## src/rtl/dut_batch_sequencer_if.sv

```systemverilog
// Core-side handshake between the batch sequencer (master) and the crypto core (slave).
interface dut_batch_sequencer_if #(
    parameter int unsigned pDATA_WIDTH = 128,
    parameter int unsigned pKEY_WIDTH  = 128
);
    logic                   core_start;
    logic [pDATA_WIDTH-1:0] core_data_in;
    logic [pKEY_WIDTH-1:0]  core_key;
    logic                   core_done;
    logic [pDATA_WIDTH-1:0] core_data_out;

    modport master (
        output core_start, core_data_in, core_key,
        input  core_done, core_data_out
    );

    modport slave (
        input  core_start, core_data_in, core_key,
        output core_done, core_data_out
    );
endinterface

```

## src/rtl/dut_batch_sequencer.sv

```systemverilog
// Batch sequencer: issues a run of crypto-core operations, optionally chaining
// ciphertext back as plaintext, places a delayed capture trigger around each
// operation and bounds every run with a timeout. All outputs are registered.
module dut_batch_sequencer #(
    parameter int unsigned pDATA_WIDTH     = 128,
    parameter int unsigned pKEY_WIDTH      = 128,
    parameter int unsigned pCNT_WIDTH      = 16,
    parameter int unsigned pTIMEOUT_CYCLES = 1023
) (
    input  logic                   dut_clk,
    input  logic                   dut_rst,
    input  logic                   seq_start,
    input  logic                   seq_abort,
    input  logic [pCNT_WIDTH-1:0]  cfg_batch_count,
    input  logic                   cfg_chain,
    input  logic [7:0]             cfg_trig_delay,
    input  logic [pDATA_WIDTH-1:0] seq_data_in,
    input  logic [pKEY_WIDTH-1:0]  seq_key_in,
    dut_batch_sequencer_if.master  core,
    output logic                   trig_out,
    output logic                   seq_busy,
    output logic                   seq_done,
    output logic                   seq_timeout,
    output logic [pCNT_WIDTH-1:0]  seq_run_count,
    output logic [pDATA_WIDTH-1:0] seq_data_out
);

    localparam int unsigned     TO_W    = $clog2(pTIMEOUT_CYCLES + 1);
    localparam logic [TO_W-1:0] TO_LAST = TO_W'(pTIMEOUT_CYCLES - 1);

    typedef enum logic [2:0] {
        S_IDLE,
        S_ISSUE,
        S_WAIT,
        S_NEXT,
        S_FINISH
    } state_t;

    state_t                 state_q;
    logic                   start_q;
    logic [pDATA_WIDTH-1:0] data_in_q;
    logic [pKEY_WIDTH-1:0]  key_q;
    logic                   trig_q;
    logic                   busy_q;
    logic                   done_q;
    logic                   timeout_q;
    logic [pCNT_WIDTH-1:0]  run_cnt_q;
    logic [pDATA_WIDTH-1:0] data_out_q;
    logic [pCNT_WIDTH-1:0]  remaining_q;
    logic                   chain_q;
    logic [7:0]             delay_q;
    logic [7:0]             dcnt_q;
    logic [TO_W-1:0]        tcnt_q;

    // Batch FSM with all outputs registered alongside the state.
    always_ff @(posedge dut_clk) begin
        if (dut_rst) begin
            state_q     <= S_IDLE;
            start_q     <= 1'b0;
            data_in_q   <= '0;
            key_q       <= '0;
            trig_q      <= 1'b0;
            busy_q      <= 1'b0;
            done_q      <= 1'b0;
            timeout_q   <= 1'b0;
            run_cnt_q   <= '0;
            data_out_q  <= '0;
            remaining_q <= '0;
            chain_q     <= 1'b0;
            delay_q     <= '0;
            dcnt_q      <= '0;
            tcnt_q      <= '0;
        end else begin
            start_q <= 1'b0;
            done_q  <= 1'b0;
            if (state_q != S_IDLE && seq_abort) begin
                // Abort beats core_done and timeout; captured results are kept.
                state_q <= S_IDLE;
                busy_q  <= 1'b0;
                trig_q  <= 1'b0;
            end else begin
                case (state_q)
                    S_IDLE: begin
                        if (seq_start && !seq_abort) begin
                            data_in_q   <= seq_data_in;
                            key_q       <= seq_key_in;
                            remaining_q <= (cfg_batch_count == '0) ? pCNT_WIDTH'(1) : cfg_batch_count;
                            run_cnt_q   <= '0;
                            timeout_q   <= 1'b0;
                            chain_q     <= cfg_chain;
                            delay_q     <= cfg_trig_delay;
                            busy_q      <= 1'b1;
                            start_q     <= 1'b1;
                            state_q     <= S_ISSUE;
                        end
                    end
                    S_ISSUE: begin
                        dcnt_q  <= '0;
                        tcnt_q  <= '0;
                        // A zero delay puts the trigger on the very first WAIT cycle.
                        trig_q  <= (delay_q == 8'd0);
                        state_q <= S_WAIT;
                    end
                    S_WAIT: begin
                        if (core.core_done) begin
                            data_out_q  <= core.core_data_out;
                            run_cnt_q   <= run_cnt_q + pCNT_WIDTH'(1);
                            remaining_q <= remaining_q - pCNT_WIDTH'(1);
                            trig_q      <= 1'b0;
                            if (chain_q) begin
                                data_in_q <= core.core_data_out;
                            end
                            if (remaining_q == pCNT_WIDTH'(1)) begin
                                done_q  <= 1'b1;
                                state_q <= S_FINISH;
                            end else begin
                                state_q <= S_NEXT;
                            end
                        end else if (tcnt_q == TO_LAST) begin
                            timeout_q <= 1'b1;
                            trig_q    <= 1'b0;
                            done_q    <= 1'b1;
                            state_q   <= S_FINISH;
                        end else begin
                            tcnt_q <= tcnt_q + TO_W'(1);
                            if (dcnt_q != 8'hFF) begin
                                dcnt_q <= dcnt_q + 8'd1;
                            end
                            // Compare one ahead so the registered trigger lands on T+1+d.
                            if ({1'b0, dcnt_q} + 9'd1 == {1'b0, delay_q}) begin
                                trig_q <= 1'b1;
                            end
                        end
                    end
                    S_NEXT: begin
                        start_q <= 1'b1;
                        state_q <= S_ISSUE;
                    end
                    S_FINISH: begin
                        busy_q  <= 1'b0;
                        state_q <= S_IDLE;
                    end
                    default: begin
                        busy_q  <= 1'b0;
                        state_q <= S_IDLE;
                    end
                endcase
            end
        end
    end

    assign core.core_start   = start_q;
    assign core.core_data_in = data_in_q;
    assign core.core_key     = key_q;
    assign trig_out          = trig_q;
    assign seq_busy          = busy_q;
    assign seq_done          = done_q;
    assign seq_timeout       = timeout_q;
    assign seq_run_count     = run_cnt_q;
    assign seq_data_out      = data_out_q;

endmodule

```

## src/flat_wrapper.sv

```systemverilog
// flat-port wrapper written by rule: the top's interface ports become plain ports
module dut_batch_sequencer_flat 
#(
    parameter int unsigned pDATA_WIDTH     = 128,
    parameter int unsigned pKEY_WIDTH      = 128,
    parameter int unsigned pCNT_WIDTH      = 16,
    parameter int unsigned pTIMEOUT_CYCLES = 1023
)
  (dut_clk, dut_rst, seq_start, seq_abort, cfg_batch_count, cfg_chain, cfg_trig_delay, seq_data_in, seq_key_in, trig_out, seq_busy, seq_done, seq_timeout, seq_run_count, seq_data_out, core_core_start, core_core_data_in, core_core_key, core_core_done, core_core_data_out);
  dut_batch_sequencer_if #(.pDATA_WIDTH(pDATA_WIDTH), .pKEY_WIDTH(pKEY_WIDTH)) core_i ();
  input  logic dut_clk;
  input  logic dut_rst;
  input  logic seq_start;
  input  logic seq_abort;
  input  logic [pCNT_WIDTH-1:0] cfg_batch_count;
  input  logic cfg_chain;
  input  logic [7:0] cfg_trig_delay;
  input  logic [pDATA_WIDTH-1:0] seq_data_in;
  input  logic [pKEY_WIDTH-1:0] seq_key_in;
  output logic trig_out;
  output logic seq_busy;
  output logic seq_done;
  output logic seq_timeout;
  output logic [pCNT_WIDTH-1:0] seq_run_count;
  output logic [pDATA_WIDTH-1:0] seq_data_out;
  output wire logic [$bits(core_i.core_start)-1:0] core_core_start;
  output wire logic [$bits(core_i.core_data_in)-1:0] core_core_data_in;
  output wire logic [$bits(core_i.core_key)-1:0] core_core_key;
  input wire logic [$bits(core_i.core_done)-1:0] core_core_done;
  input wire logic [$bits(core_i.core_data_out)-1:0] core_core_data_out;
  assign core_core_start = core_i.core_start;
  assign core_core_data_in = core_i.core_data_in;
  assign core_core_key = core_i.core_key;
  assign core_i.core_done = core_core_done;
  assign core_i.core_data_out = core_core_data_out;
  dut_batch_sequencer #(.pDATA_WIDTH(pDATA_WIDTH), .pKEY_WIDTH(pKEY_WIDTH), .pCNT_WIDTH(pCNT_WIDTH), .pTIMEOUT_CYCLES(pTIMEOUT_CYCLES)) u_core (.dut_clk(dut_clk), .dut_rst(dut_rst), .seq_start(seq_start), .seq_abort(seq_abort), .cfg_batch_count(cfg_batch_count), .cfg_chain(cfg_chain), .cfg_trig_delay(cfg_trig_delay), .seq_data_in(seq_data_in), .seq_key_in(seq_key_in), .core(core_i), .trig_out(trig_out), .seq_busy(seq_busy), .seq_done(seq_done), .seq_timeout(seq_timeout), .seq_run_count(seq_run_count), .seq_data_out(seq_data_out));
endmodule
```

## config.mk

```make
export PLATFORM = sky130hd
export DESIGN_NAME = dut_batch_sequencer_flat
export DESIGN_NICKNAME = d
export VERILOG_FILES = /design/src/rtl/dut_batch_sequencer_if.sv /design/src/rtl/dut_batch_sequencer.sv /design/src/flat_wrapper.sv
export SDC_FILE = /design/constraint.sdc
export NUM_CORES = 1
export LEC_CHECK = 0
export BUFFER_PORTS_ARGS = -buffer_cell sky130_fd_sc_hd__buf_2
export CORE_AREA = 2 2 322 324
export CTS_BUF_LIST = sky130_fd_sc_hd__clkbuf_4
export DETAILED_ROUTE_END_ITERATION = 10
export DIE_AREA = 0 0 324 326
export GPL_TIMING_DRIVEN = 0
export HOLD_SLACK_MARGIN = 0.06
export MAX_ROUTING_LAYER = met4
export PLACE_DENSITY = 0.42
export SETUP_SLACK_MARGIN = 0.15
export SLEW_MARGIN = 20
export SYNTH_ARGS = -nofsm -noshare
export SYNTH_HDL_FRONTEND = slang
export SYNTH_SLANG_ARGS = --single-unit
```

## constraint.sdc

```tcl
create_clock -name dut_clk -period 1.76 [get_ports dut_clk]
set_input_delay 0.088 -clock dut_clk [delete_from_list [all_inputs] [get_ports dut_clk]]
set_output_delay 0.088 -clock dut_clk [all_outputs]
set_load 0.02 [all_outputs]
```

==> out/metrics.yaml <==
status:
  outcome: "finished, violations left"
  violations: "setup timing"
placed_design:
  routabilityCongestion: 0.860
  io_buffers: 817
  place_hpwl_um: 81900
  postPlaceCellArea_um2: 23800
  post-place-ws_ps: -1150
power_and_ir_drop:
  powerDensity_nw_per_um2: 737
  ir_worst_vdd_uv: 466
  leakage_nw: 16.4
  p_clk_frac: 0.384
  switchingPower_mw: 8.73
  p_comb_frac: 0.224
  swShare: 0.312
  p_seq_frac: 0.392
  p_int_mw: 19.3
timing:
  finalSetupViolCount: 315
  whs_ps: 260
  fmax_mhz: 514
  min_period_ps: 1940
  rsz0062_at_grt: "yes"
  worst_pin_slew_ps: 1170
  drv_slew: 0
  post-route-period-util: 1.10
  slew_headroom: 0.221
  hold_viol: 0
  skew_ps: 45.3
  final.setup.tns_ps: -23970
  layout_setup_ws_ps: -184
logic_synthesis:
  syn_avg_cell_area_um2: 7.78
  synth_seq_cells: 451
  synthFlopType: "dfxtp_1"
  ys.warnings.count: 0
  synth_edf_count: 0
  synth.net_count: 2693
  syn_inst: 2273
  ys_seq_area_frac: 0.511
  synth_cell_types: 59
  netlist_area_um2: 17700
  async_reset_ff_frac: 0
critical_path:
  regToRegStartpoint: "u_core.remaining_q[9]"
  critPathTopFamily: "simple AND/OR/NAND/NOR gates"
  startpoint_type: "register"
  crit_chain: "or3_4, or3_4, o21a_1, or2_4, nand3b_1, a211oi_1"
  crit_arrival_ps: 2820
  cp_common_cell: "or3_4"
  critPathBufInv: 0
  endpoint_kind: "register"
  startpoint: "u_core.remaining_q[9]"
  slowest_delay_ps: 440
  cp_slowest_cell: "or3_4"
  crit_path_max_fanout: 5
  path_class: "reg -> reg"
  cp_data_required_time_ps: 2640
min_path:
  worst_hold_path_type: "in -> reg"
  hold_start: "dut_rst"
route:
  post_drt_wl_per_cell_um: 21.2
  routed-via-count: 24550
  drc: 0
  drtIter0Drc: 1049
  via_per_inst: 4.35
  drtPass1Iterations: 5
  ant_nets: 0
  wirelength_um: 119000
floorplan:
  core_area_um2: 103000
  initial_core_util: 0.172
  die_x_um: 324
  rows: 118
  boundaryPins: 819
  die_h_um: 326
  dieArea_um2: 106000
cts:
  cts_buffers: 144
  ctsHtreeMaxLevel: 4
  root_buffer: "clkbuf_4"
  clockBufferDepth: 3
  clock_sinks: 451
  worstSkewPairLatency_ps: 1040
  cts_tree: "done"
  cts.reportedPaths.clkPinSlew_ps: 60
global_route:
  track_usage: 0.213
  grt_antenna_before_repair: 13
  grt_pass1_wl_um: 161000
  grt_pass1_vias: 24768
  grt_max_degree: 17
  grt_overflow: 0
final_layout:
  fin_area_um2: 38000
  final_nets: 4574
  multiInputGateArea_um2: 9440
  drive_gt1_frac: 0.370
  register_area_um2: 9080
  nFillCells: 10572
  syn_to_final_growth_pct: 115
run:
  cap_violations: 0
## power groups by stage
stage | registers, mW | logic, mW | clock network, mW
floorplan | 11.6 | 1.34 | 0
global placement | 11.1 | 3.73 | 0
detailed placement | 11.1 | 3.73 | 0
CTS | 10.9 | 5.51 | 11.1
global route | 11.0 | 6.66 | 11.6
finish | 11.0 | 6.28 | 10.8
## final timing paths
check / cells after the start / slack [ps] / endpoint
setup / recovery: 6 / -180 / u_core.state_q[1]
hold / removal: 4 / 260 / u_core.core.core_data_in[37]
setup reg to reg: 6 / -180 / u_core.state_q[1]
hold reg to reg: 2 / 450 / u_core.seq_data_out[53]
## final cells by class
cell class | count | share of cell area
clock inverter | 35 | 0.00566
buffer | 182 | 0.0526
timing repair buffer | 1735 | 0.368
multi-input combinational | 1633 | 0.248
sequential | 451 | 0.239
clock buffer | 202 | 0.0399
tap | 1380 | 0.0454
inverter | 7 | 0.000691
antenna | 16 | 0.00105
## cell usage after synthesis (2+ instances only)
master / n / area, µm²
a211oi_1: 9 / 67.6
a21oi_1: 296 / 1480
a22o_1: 2 / 17.5
a22oi_1: 6 / 45.0
a311oi_1: 128 / 1120
a31oi_1: 5 / 31.3
and2_1: 3 / 18.8
and3_1: 4 / 25.0
and4_1: 2 / 17.5
buf_1: 14 / 52.6
buf_2: 64 / 320
clkbuf_1: 103 / 387
dfxtp_1: 451 / 9030
ha_1: 6 / 75.1
inv_1: 7 / 26.3
nand2_1: 817 / 3070
nand2b_1: 7 / 43.8
nand3_1: 24 / 120
nand4_1: 10 / 62.6
nor2_1: 185 / 694
nor2b_1: 2 / 12.5
nor3_1: 15 / 75.1
nor3_2: 2 / 20.0
nor4_1: 9 / 56.3
nor4b_1: 2 / 17.5
o211ai_1: 2 / 15.0
o21a_1: 4 / 30.0
o21ai_0: 24 / 120
o22ai_1: 3 / 18.8
o31ai_1: 4 / 30.0
o32ai_1: 2 / 17.5
or2_2: 2 / 12.5
or3_1: 4 / 25.0
or3_4: 2 / 22.5
xnor2_1: 16 / 140
xor2_1: 14 / 123
## cell families (layout without fill, tap and decap cells)
group                    count (synthesis)  in the layout  share of synthesized area
flip-flops                             451            451                      0.511
XOR/XNOR                                31             31                     0.0158
adder cells (fa/ha/maj)                  6              6                    0.00425
buffers and inverters                  189           2161                     0.0451
AO/OA/AOI/OAI                          494            494                      0.175
multiplexers                             2              2                    0.00120
AND/OR/NAND/NOR                       1100           1100                      0.248
other                                    0             16                          0
## placed cells by master (no fill, tap or decap), drive strengths merged, types with 10 or more instances in the layout
cell type,Yosys,layout
buf,79,984
nand4,10,10
nand2,817,817
o21ai,24,24
dlygate4sd3,0,831
a21oi,296,296
dfxtp,451,451
clkinv,0,23
nand3,25,25
xnor2,16,16
a211oi,10,10
diode,0,16
nor3,17,17
a311oi,128,128
nor2,185,185
clkbuf,103,304
nor4,10,10
inv,7,13
xor2,15,15
## routing by layer
| metal | wire length, µm | global-route usage | vias up | part of all wire |
|---|---|---|---|---|
| met5 | 0 | - | - | 0 |
| met4 | 5070 | 0.0904 | 0 | 0.042 |
| met3 | 8710 | 0.0638 | 263 | 0.073 |
| met2 | 59100 | 0.364 | 989 | 0.49 |
| met1 | 46500 | 0.227 | 11740 | 0.39 |
| li1 | - | - | 11558 | - |
## state kept, by name, summed over array words and instances, names as in the netlist, 3 cells and up
name                      flops
u_core.core.core_data_in    128
u_core.state_q                3
u_core.remaining_q           16
u_core.delay_q                8
u_core.tcnt_q                10
u_core.seq_run_count         16
u_core.dcnt_q                 8
u_core.seq_data_out         128
u_core.core.core_key        128
## per-stage QoR
stage | instances | utilization | power (mW)
CTS | 5555 | 0.341 | 27.5
finish | 5641 | 0.371 | 28.0
detailed placement | 4471 | 0.232 | 14.9
global placement | 4470 | 0.231 | 14.9
floorplan | 2273 | - | 12.9
global route | 5638 | 0.370 | 29.3
## worst reg2reg max path: cells and delay by family (launching register included)
kind | cells | cell delay, ps
AOI/OAI and AO/OA | 2 | 310
DFF | 1 | 330
and+or+nand+nor | 4 | 1190
## repair_timing
item / in CTS / in global routing
endpoints found under the hold margin: 451 / 0
pin swaps: 15 / 175
buffers inserted: 9 / 40
cloned: 7 / 30
endpoints found under the setup margin: 852 / 846
resized for setup: 254 / 534
hold buffers: 831 / 0
Power figures use the tool's default switching activity.
